**config.mk**
```make
export PLATFORM = sky130hd
export DESIGN_NAME = wb_timer
export DESIGN_NICKNAME = d
export VERILOG_FILES = /design/src/rtl/wb_timer.sv
export SDC_FILE = /design/constraint.sdc
export NUM_CORES = 1
export LEC_CHECK = 0
export CAP_MARGIN = 0
export CORE_MARGIN = 2
export CORE_UTILIZATION = 47
export DETAILED_ROUTE_END_ITERATION = 16
export PLACE_DENSITY = 0.78
export SETUP_SLACK_MARGIN = 0.3
export SKIP_CTS_REPAIR_TIMING = 1
export SLEW_MARGIN = 25
export SYNTH_ARGS = -nofsm -noshare
export SYNTH_HDL_FRONTEND = slang
export SYNTH_SLANG_ARGS = --single-unit
export TNS_END_PERCENT = 50
```
**constraint.sdc**
```tcl
create_clock -name clk_i -period 3.7 [get_ports clk_i]
set_clock_uncertainty 0.2 [all_clocks]
set_input_delay 0.74 -clock clk_i [delete_from_list [all_inputs] [get_ports clk_i]]
set_output_delay 0.74 -clock clk_i [all_outputs]
set_load 0.02 [all_outputs]
```
**src/rtl/wb_timer.sv**
```systemverilog
// wb_timer: Wishbone slave timer/compare unit with a prescaled 32-bit
// counter, compare match, overflow, sticky flags and a maskable irq.
//
// Ports:
//   clk_i       system clock, all logic on the rising edge
//   rst_i       synchronous active-high reset
//   wb_cyc_i    bus cycle
//   wb_stb_i    strobe
//   wb_we_i     write enable
//   wb_adr_i    byte address, only [4:2] decoded
//   wb_dat_i    write data
//   wb_sel_i    byte lane enables for writes
//   wb_dat_o    read data, valid with wb_ack_o
//   wb_ack_o    acknowledge, one cycle after each accepted request
//   wb_stall_o  tied 0
//   wb_err_o    tied 0
//   irq_o       registered level interrupt request
//
// Register map (wb_adr_i[4:2]):
//   0 CTRL   bit0 EN, bit1 AUTOCLR, bit2 MIE, bit3 OIE
//   1 PRESC  [PRESC_W-1:0]
//   2 COUNT
//   3 CMP
//   4 STATUS bit0 MF, bit1 OF (write-1-to-clear)
//   5..7     read 0, writes ignored

module wb_timer #(
    parameter int          PRESC_W = 16,
    parameter logic [31:0] RST_CMP = 32'hFFFF_FFFF
) (
    input  logic        clk_i,
    input  logic        rst_i,
    input  logic        wb_cyc_i,
    input  logic        wb_stb_i,
    input  logic        wb_we_i,
    input  logic [31:0] wb_adr_i,
    input  logic [31:0] wb_dat_i,
    input  logic [3:0]  wb_sel_i,
    output logic [31:0] wb_dat_o,
    output logic        wb_ack_o,
    output logic        wb_stall_o,
    output logic        wb_err_o,
    output logic        irq_o
);

    localparam logic [31:0] CNT_MAX = 32'hFFFF_FFFF;

    localparam logic [2:0] A_CTRL   = 3'd0;
    localparam logic [2:0] A_PRESC  = 3'd1;
    localparam logic [2:0] A_COUNT  = 3'd2;
    localparam logic [2:0] A_CMP    = 3'd3;
    localparam logic [2:0] A_STATUS = 3'd4;

    // Architectural state
    logic [3:0]         ctrl;
    logic [PRESC_W-1:0] presc;
    logic [PRESC_W-1:0] pcnt;
    logic [31:0]        count;
    logic [31:0]        cmp;
    logic               mf;
    logic               of;

    // Control field aliases
    logic en;
    logic autoclr;
    logic mie;
    logic oie;

    assign en      = ctrl[0];
    assign autoclr = ctrl[1];
    assign mie     = ctrl[2];
    assign oie     = ctrl[3];

    // Bus decode
    logic       req;
    logic       wr;
    logic [2:0] reg_sel;

    assign req     = wb_cyc_i & wb_stb_i;
    assign reg_sel = wb_adr_i[4:2];

    // A write with no byte lanes enabled is acked but has no side effects,
    // including the prescaler clear on a PRESC write.
    assign wr = req & wb_we_i & (|wb_sel_i);

    logic ctrl_wr;
    logic presc_wr;
    logic count_wr;
    logic cmp_wr;
    logic status_wr;

    assign ctrl_wr   = wr & (reg_sel == A_CTRL);
    assign presc_wr  = wr & (reg_sel == A_PRESC);
    assign count_wr  = wr & (reg_sel == A_COUNT);
    assign cmp_wr    = wr & (reg_sel == A_CMP);
    assign status_wr = wr & (reg_sel == A_STATUS);

    assign wb_stall_o = 1'b0;
    assign wb_err_o   = 1'b0;

    // Byte-lane merge of write data into an existing register value
    function automatic logic [31:0] merge(
        input logic [31:0] old,
        input logic [31:0] nw,
        input logic [3:0]  sel
    );
        logic [31:0] m;
        for (int i = 0; i < 4; i++) begin
            m[8*i +: 8] = sel[i] ? nw[8*i +: 8] : old[8*i +: 8];
        end
        return m;
    endfunction

    logic [31:0] ctrl_new;
    logic [31:0] presc_new;
    logic [31:0] count_new;
    logic [31:0] cmp_new;

    always_comb begin
        ctrl_new  = merge({28'd0, ctrl}, wb_dat_i, wb_sel_i);
        presc_new = merge(32'(presc), wb_dat_i, wb_sel_i);
        count_new = merge(count, wb_dat_i, wb_sel_i);
        cmp_new   = merge(cmp, wb_dat_i, wb_sel_i);
    end

    // STATUS clears only act on lanes that are enabled
    logic mf_clr;
    logic of_clr;

    assign mf_clr = status_wr & wb_sel_i[0] & wb_dat_i[0];
    assign of_clr = status_wr & wb_sel_i[0] & wb_dat_i[1];

    // Prescaler: tick in the cycle the counter reaches PRESC
    logic               tick;
    logic [PRESC_W-1:0] pcnt_nxt;

    assign tick = en & (pcnt == presc);

    always_comb begin
        pcnt_nxt = pcnt;
        if (presc_wr) begin
            pcnt_nxt = '0;
        end else if (en) begin
            pcnt_nxt = tick ? '0 : pcnt + PRESC_W'(1);
        end
    end

    // Counter update. A bus write to COUNT masks the tick entirely, so
    // neither match nor overflow is evaluated in that cycle. On a match
    // with COUNT at its maximum, count+1 wraps to 0, which is exactly the
    // required result whether or not AUTOCLR is set.
    logic [31:0] count_nxt;
    logic        mf_set;
    logic        of_set;

    always_comb begin
        count_nxt = count;
        mf_set    = 1'b0;
        of_set    = 1'b0;
        if (count_wr) begin
            count_nxt = count_new;
        end else if (tick) begin
            mf_set    = (count == cmp);
            of_set    = (count == CNT_MAX);
            count_nxt = (mf_set && autoclr) ? 32'd0 : count + 32'd1;
        end
    end

    // Read mux, sampled at acceptance
    logic [31:0] rdata;

    always_comb begin
        rdata = 32'd0;
        case (reg_sel)
            A_CTRL:   rdata = {28'd0, ctrl};
            A_PRESC:  rdata = 32'(presc);
            A_COUNT:  rdata = count;
            A_CMP:    rdata = cmp;
            A_STATUS: rdata = {30'd0, of, mf};
            default:  rdata = 32'd0;
        endcase
    end

    // State registers
    always_ff @(posedge clk_i) begin
        if (rst_i) begin
            ctrl  <= 4'd0;
            presc <= '0;
            pcnt  <= '0;
            count <= 32'd0;
            cmp   <= RST_CMP;
            mf    <= 1'b0;
            of    <= 1'b0;
        end else begin
            pcnt  <= pcnt_nxt;
            count <= count_nxt;
            if (ctrl_wr) begin
                ctrl <= ctrl_new[3:0];
            end
            if (presc_wr) begin
                presc <= presc_new[PRESC_W-1:0];
            end
            if (cmp_wr) begin
                cmp <= cmp_new;
            end
            // A flag being set beats a simultaneous write-1-to-clear
            mf <= mf_set | (mf & ~mf_clr);
            of <= of_set | (of & ~of_clr);
        end
    end

    // Bus response and interrupt
    always_ff @(posedge clk_i) begin
        if (rst_i) begin
            wb_ack_o <= 1'b0;
            wb_dat_o <= 32'd0;
            irq_o    <= 1'b0;
        end else begin
            wb_ack_o <= req;
            wb_dat_o <= req ? rdata : 32'd0;
            irq_o    <= (mf & mie) | (of & oie);
        end
    end

    // Address bits outside [4:2] are not decoded; the upper bits of the
    // merged CTRL/PRESC words are not stored.
    logic unused;

    assign unused = ^{wb_adr_i[31:5], wb_adr_i[1:0],
                      ctrl_new[31:4], presc_new};

endmodule

```
==> results of run 1 <==
-- layer usage --
metal / GRT usage [%] / vias to the layer above / routed length [µm] / part of all wire, %
li1: - / 3094 / - / -
met1: 32.1 / 3117 / 8200 / 42
met2: 41.1 / 287 / 9380 / 48
met3: 6.40 / 49 / 1520 / 7.7
met4: 11.1 / 0 / 589 / 3.0
met5: 0 / - / 0 / 0
-- kinds of logic (layout without fill, tap and decap cells) --
group	count (synthesis)	count (layout)	share of synthesized area (%)
mux	27	27	4.52
xor+xnor	69	69	8.84
simple gates	362	362	24.0
buf+inv	77	153	4.74
flops	136	136	39.8
fa+ha+maj	2	2	0.366
compound gates	163	163	17.6
other cells	1	2	0.0548
-- report_power, final --
group | switching (mW) | internal [mW]
clock network | 0.605 | 1.05
registers | 0.0110 | 1.48
logic | 0.136 | 0.112
-- tightest hold or removal path: cells and delay by family (launching register included) --
kind | cells | cell delay, ps
AND/OR/NAND/NOR | 1 | 60
flip-flops | 1 | 330
AO/OA/AOI/OAI | 1 | 50
-- Yosys cell counts (5+ instances only) --
| master | number | area share (%) |
|---|---|---|
| clkbuf_1 | 43 | 2.4 |
| o21bai_1 | 5 | 0.55 |
| nand3_1 | 65 | 4.8 |
| nor4_1 | 14 | 1.3 |
| mux2i_1 | 14 | 2.0 |
| buf_1 | 6 | 0.33 |
| or3_1 | 6 | 0.55 |
| mux2_2 | 11 | 1.8 |
| o221a_1 | 9 | 1.5 |
| dfxtp_1 | 136 | 40 |
| and3_1 | 11 | 1.0 |
| o21ai_0 | 14 | 1.0 |
| a211oi_1 | 6 | 0.66 |
| xnor2_1 | 27 | 3.5 |
| o22ai_1 | 6 | 0.55 |
| xor2_1 | 42 | 5.4 |
| inv_1 | 19 | 1.0 |
| nand4_1 | 16 | 1.5 |
| nand2_1 | 99 | 5.4 |
| nor2b_1 | 7 | 0.64 |
| o22a_1 | 7 | 0.90 |
| a31oi_1 | 11 | 1.0 |
| nor2_1 | 122 | 6.7 |
| a211o_1 | 5 | 0.64 |
| a221o_1 | 5 | 0.73 |
| nor3_1 | 11 | 0.80 |
| a21oi_1 | 30 | 2.2 |
| a22oi_1 | 33 | 3.6 |
-- sequential cells by signal, summed over array words and instances (netlist names) --
| signal | count |
|---|---|
| cmp | 32 |
| count | 32 |
| ctrl | 4 |
| irq_o | 1 |
| mf | 1 |
| of | 1 |
| pcnt | 16 |
| presc | 16 |
| wb_ack_o | 1 |
| wb_dat_o | 32 |
-- layout make-up --
| type | count | area, µm² | area share (%) |
|---|---|---|---|
| timing repair buffer | 105 | 1010 | 12.0 |
| sequential | 136 | 2720 | 32.4 |
| tap | 184 | 230 | 2.74 |
| inverter | 19 | 71.3 | 0.849 |
| clock inverter | 3 | 65.1 | 0.775 |
| multi-input combinational | 625 | 3800 | 45.3 |
| clock buffer | 26 | 499 | 5.95 |
-- final timing paths --
kind / endpoint / slack [ps]
max: count[21]$_SDFFE_PP0P_ / 580
min: presc[15]$_SDFFE_PP0P_ / 290
max reg2reg: count[30]$_SDFFE_PP0P_ / 960
min reg2reg: presc[15]$_SDFFE_PP0P_ / 290
==> impl_results.md, run 1 <==
- Die area: 0.0155 mm²
- Number of DRC markers in iteration 0: 632
- VDD IR max: 0.000321 V
- Post-route insts no fill: 1098
- Detailed Route WL: 19.7 mm
- Rows: 44
- Synth Register Bits: 136
- Layout cells sized above 1: 8.32%
- Final WS setup: 578 ps
- Largest delay contributor family on the critical path: simple AND/OR/NAND/NOR gates
- Leak pwr: 3.06 nW
- Clock net sink count: 136
- Final hold vios: 0
- Worst-path clk slew: 50 ps
- Worst hold path class: register to register
- Status: complete, no violations
- Crit. End Element: register
- Final instance area: 0.00840 mm²
- Pins Over Slew Limit: 0
- Detailed placement HPWL: 14.0 mm
- Commonest cells after routing, fill and taps aside: dfxtp_1 (136), nor2_1 (122), nand2_1 (99)
- Vias/cell: 5.96
- Hold Path Depth: 2
- Critical path startpoint: wb_sel_i[1]
- DRC viols: 0
- Die width: 125 µm
- Setup TNS: 0 ps
- Crit. path cell count: 8
- Hold Worst Slack: 286 ps
- Required time of the critical path: 3830 ps
- Hold path start: presc[15]$_SDFFE_PP0P_
- Gr usage total: 25.4%
- CTS tree: done
- Syn Std Cell Area: 0.00684 mm²
- Core Area: 0.0144 mm²
- Worst Reg-to-Reg Cells: 7
- CP Cell Sequence: clkdlybuf4s50_1 > or4_4 > and3_1 > or3_1 > buf_4 > o21ai_2 > nor2_1 > a211oi_1
- Number of fill cells in the layout: 1249
- Dpl cells: 1069
- CP Launch Type: primary input
- Slew headroom: 50.2%
- Synth Area per Inst: 8.17 µm²
- ANT nets after route: 0
- Final Util: 58.4%
- Setup violators final: 0
- Drt pass-1 iters: 5
- Nets: 979
- I/O pin count: 109
- Cts bufs inserted: 17
- Worst EP arrival: 3250 ps
- Period utilization: 84.4%
- Reg2reg start: count[0]$_SDFFE_PP0P_
- Crit Path Class: primary input to register
- Worst slack at placement: 203 ps
- Layout area overhead: 22.8%
- First-pass GRT wire length: 31.6 mm
- Shortest period the worst path allows: 3120 ps
- Post-synthesis sequential area ratio: 39.8%
- Crit-path slowest cell: or4_4
- Max Buffers Root-to-Sink: 2
- Fmax: 320 MHz
- Max Fanout on Critical Path: 8
- Max-cap violations: 0
- Vias: 6547
- Ys async rst share: 0%
- Most common cell after layout, fill and taps aside: dfxtp_1
- CP bufs+invs: 2
- Worst-Margin Slew: 742 ps
- Routed wire per std cell: 17.9 µm
- Yosys cell types: 58
- Power per Cell Area: 404 mW/mm²
- Pin count of the biggest net entering global routing: 28
- Main synth FF type: dfxtp_1
- Total gr overflow: 0
- RSZ-0062 raised after global routing: no
- Number of enable flip-flop cells after synthesis: 0
- Final GP Congestion: 0.919
- Chip Height: 125 µm
- CTS Root Cell: clkbuf_16
- Inserted Diodes: 0
- CP peak stage delay: 590 ps
- Count of input and output buffers: 77
- Post-synthesis cell count: 837
- Starting Density: 47.6%
- H-tree depth: 4
- Post-place instance area: 0.00783 mm²
- Vias in the first global route: 6188
- Initial antenna violation count: 0
- Total power: 3.39 mW
- Syn. warnings: 0
- Clk Latency, worst-skew pair: 430 ps
Note: power is estimated with default switching activity, not from simulation.
==> run 2: changes to the inputs <==
==> constraint.sdc (replaced) <==
create_clock -name clk_i -period 3.2 [get_ports clk_i]
set_clock_uncertainty 0.2 [all_clocks]
set_input_delay 0.64 -clock clk_i [delete_from_list [all_inputs] [get_ports clk_i]]
set_output_delay 0.64 -clock clk_i [all_outputs]
set_load 0.02 [all_outputs]
==> run 2 against run 1 <==
- final cell count is 2.1% higher
- global-route usage up 0.25 points
- critical path depth unchanged
- sequential share of layout area decreased by 1.0 points
- critical endpoint is now count[31]$_SDFFE_PP0P_
- wire length is 2.2% higher
- critical path type unchanged
- count of clock-buffer cells in the layout is 5 lower
- setup slack worse by 260 ps
- largest power group unchanged
- flip-flop and latch count did not move
==> impl_results.md, run 2 (synthesis gave the netlist of run 1 again) <==
- Final hold vios: 0
- Layout area overhead: 26.7%
- Reg area: 0.00272 mm²
- Gr usage total: 25.6%
- Total gr overflow: 0
- Most common cell after layout, fill and taps aside: dfxtp_1
- Detailed placement HPWL: 14.3 mm
- Crit Path Class: primary input to register
- CP Launch Type: primary input
- Met3 WL post-DR: 1.46 mm
- Required time of the critical path: 3330 ps
- RSZ-0062 raised after global routing: no
- Largest delay contributor family on the critical path: simple AND/OR/NAND/NOR gates
- Vias: 6711
- Commonest cells after routing, fill and taps aside: dfxtp_1 (136), nor2_1 (122), nand2_1 (99)
- Total power: 4.17 mW
- Metal2 WL: 9.51 mm
- Slew headroom: 53.7%
- Crit-path slowest cell: clkdlybuf4s50_1
- Max-cap violations: 0
- Worst hold path class: register to register
- Leak pwr: 3.20 nW
- Status: complete, no violations
- Rows: 44
- Fmax: 347 MHz
- Inserted Diodes: 0
- H-tree depth: 4
- I/O pin count: 109
- Uppermost routed layer: met4
- CTS Root Cell: clkbuf_16
- Max Fanout on Critical Path: 5
- Layout cells sized above 1: 11.3%
- Initial antenna violation count: 0
- Routed wire per std cell: 17.9 µm
- Starting Density: 47.6%
- CP Cell Sequence: clkdlybuf4s50_1 > or4_4 > and3_1 > or3_4 > buf_4 > nor2_8 > nor2b_1 > a222oi_1
- CP peak stage delay: 550 ps
- Worst-Margin Slew: 688 ps
- VDD IR max: 0.000381 V
- Period utilization: 89.9%
- Count of input and output buffers: 77
- Final GP Congestion: 0.922
- CTS tree: done
- Shortest period the worst path allows: 2880 ps
- DRC viols: 0
- Clock net sink count: 136
- Die width: 125 µm
- Core Area: 0.0144 mm²
- Setup TNS: 0 ps
- Post-route insts no fill: 1121
- Vias/cell: 5.99
- Cts bufs inserted: 17
- Detailed Route WL: 20.1 mm
- Dpl cells: 1089
- Setup violators final: 0
- Power per Cell Area: 481 mW/mm²
- Number of DRC markers in iteration 0: 706
- Max Buffers Root-to-Sink: 2
- Number of fill cells in the layout: 1225
- Vias in the first global route: 6052
- Worst EP arrival: 3010 ps
- Metal-1 WL: 8.42 mm
- Die area: 0.0155 mm²
- Pin count of the biggest net entering global routing: 28
- Pins Over Slew Limit: 0
- CP bufs+invs: 2
- Chip Height: 125 µm
- Worst-path clk slew: 60 ps
- First-pass GRT wire length: 31.7 mm
- Biggest regs: cmp: 32 flops, count: 32 flops, wb_dat_o: 32 flops
- Crit. End Element: register
- Clk Latency, worst-skew pair: 430 ps
- Nets: 999
- ANT nets after route: 0
- Area occupied by multi-input gates: 0.00381 mm²
- Drt pass-1 iters: 5
## run 2: cell types whose count changed in the layout (fill, tap and decap cells not counted), sizes merged
cell	previous run	this run
inv	19	20
buf	28	48
clkinv	1	4
clkbuf	26	21
bufinv	2	4
clkinvlp	0	2
## run 2: final timing paths
check | startpoint | to | slack, ps | cells after the start
hold reg to reg | presc[15]$_SDFFE_PP0P_ | presc[15]$_SDFFE_PP0P_ | 280 | 2
setup reg to reg | count[23]$_SDFFE_PP0P_ | count[2]$_SDFFE_PP0P_ | 450 | 7
hold / removal | presc[15]$_SDFFE_PP0P_ | presc[15]$_SDFFE_PP0P_ | 280 | 2
setup / recovery | wb_sel_i[2] | count[31]$_SDFFE_PP0P_ | 320 | 8
## run 2: final cells by class
class                           instances  share of cell area [%]
Sequential cell                       136                    31.4
Clock buffer                           21                    5.54
Inverter                               19                   0.823
Multi-Input combinational cell        625                    44.0
Timing Repair Buffer                  125                    13.6
Clock inverter                         11                    1.93
Tap cell                              184                    2.66
## run 2: worst reg2reg max path, cell delays in order (launching register included)
cell      delay (ps)
dfxtp_1          520
xor2_1           130
nor4_1           480
nand4_1          300
o311ai_2         420
buf_4            290
a21oi_1           60
o221a_1          240
## run 2: where the power goes
| part | switching [mW] | total [mW] | internal, mW |
|---|---|---|---|
| sequential | 0.0128 | 1.72 | 1.71 |
| combinational | 0.159 | 0.297 | 0.137 |
| clock | 0.766 | 2.15 | 1.39 |
| total | 0.939 | 4.17 | 3.23 |
## run 2: per-layer routing
metal	GRT usage (%)	vias up
met2	41.4	318
met5	0	-
met3	5.03	58
met1	33.2	3193
met4	11.6	0
li1	-	3142
## run 2: stage by stage
stage	hold WS [ps]	util [%]	area, µm²	setup slack (ps)
2_1_floorplan	259	-	6840	352
3_3_place_gp	271	55.7	8010	-113
4_1_cts	286	60.2	8650	326
3_5_place_dp	279	55.7	8010	-123
6_report	284	60.3	8670	322
5_1_grt	311	60.3	8670	286
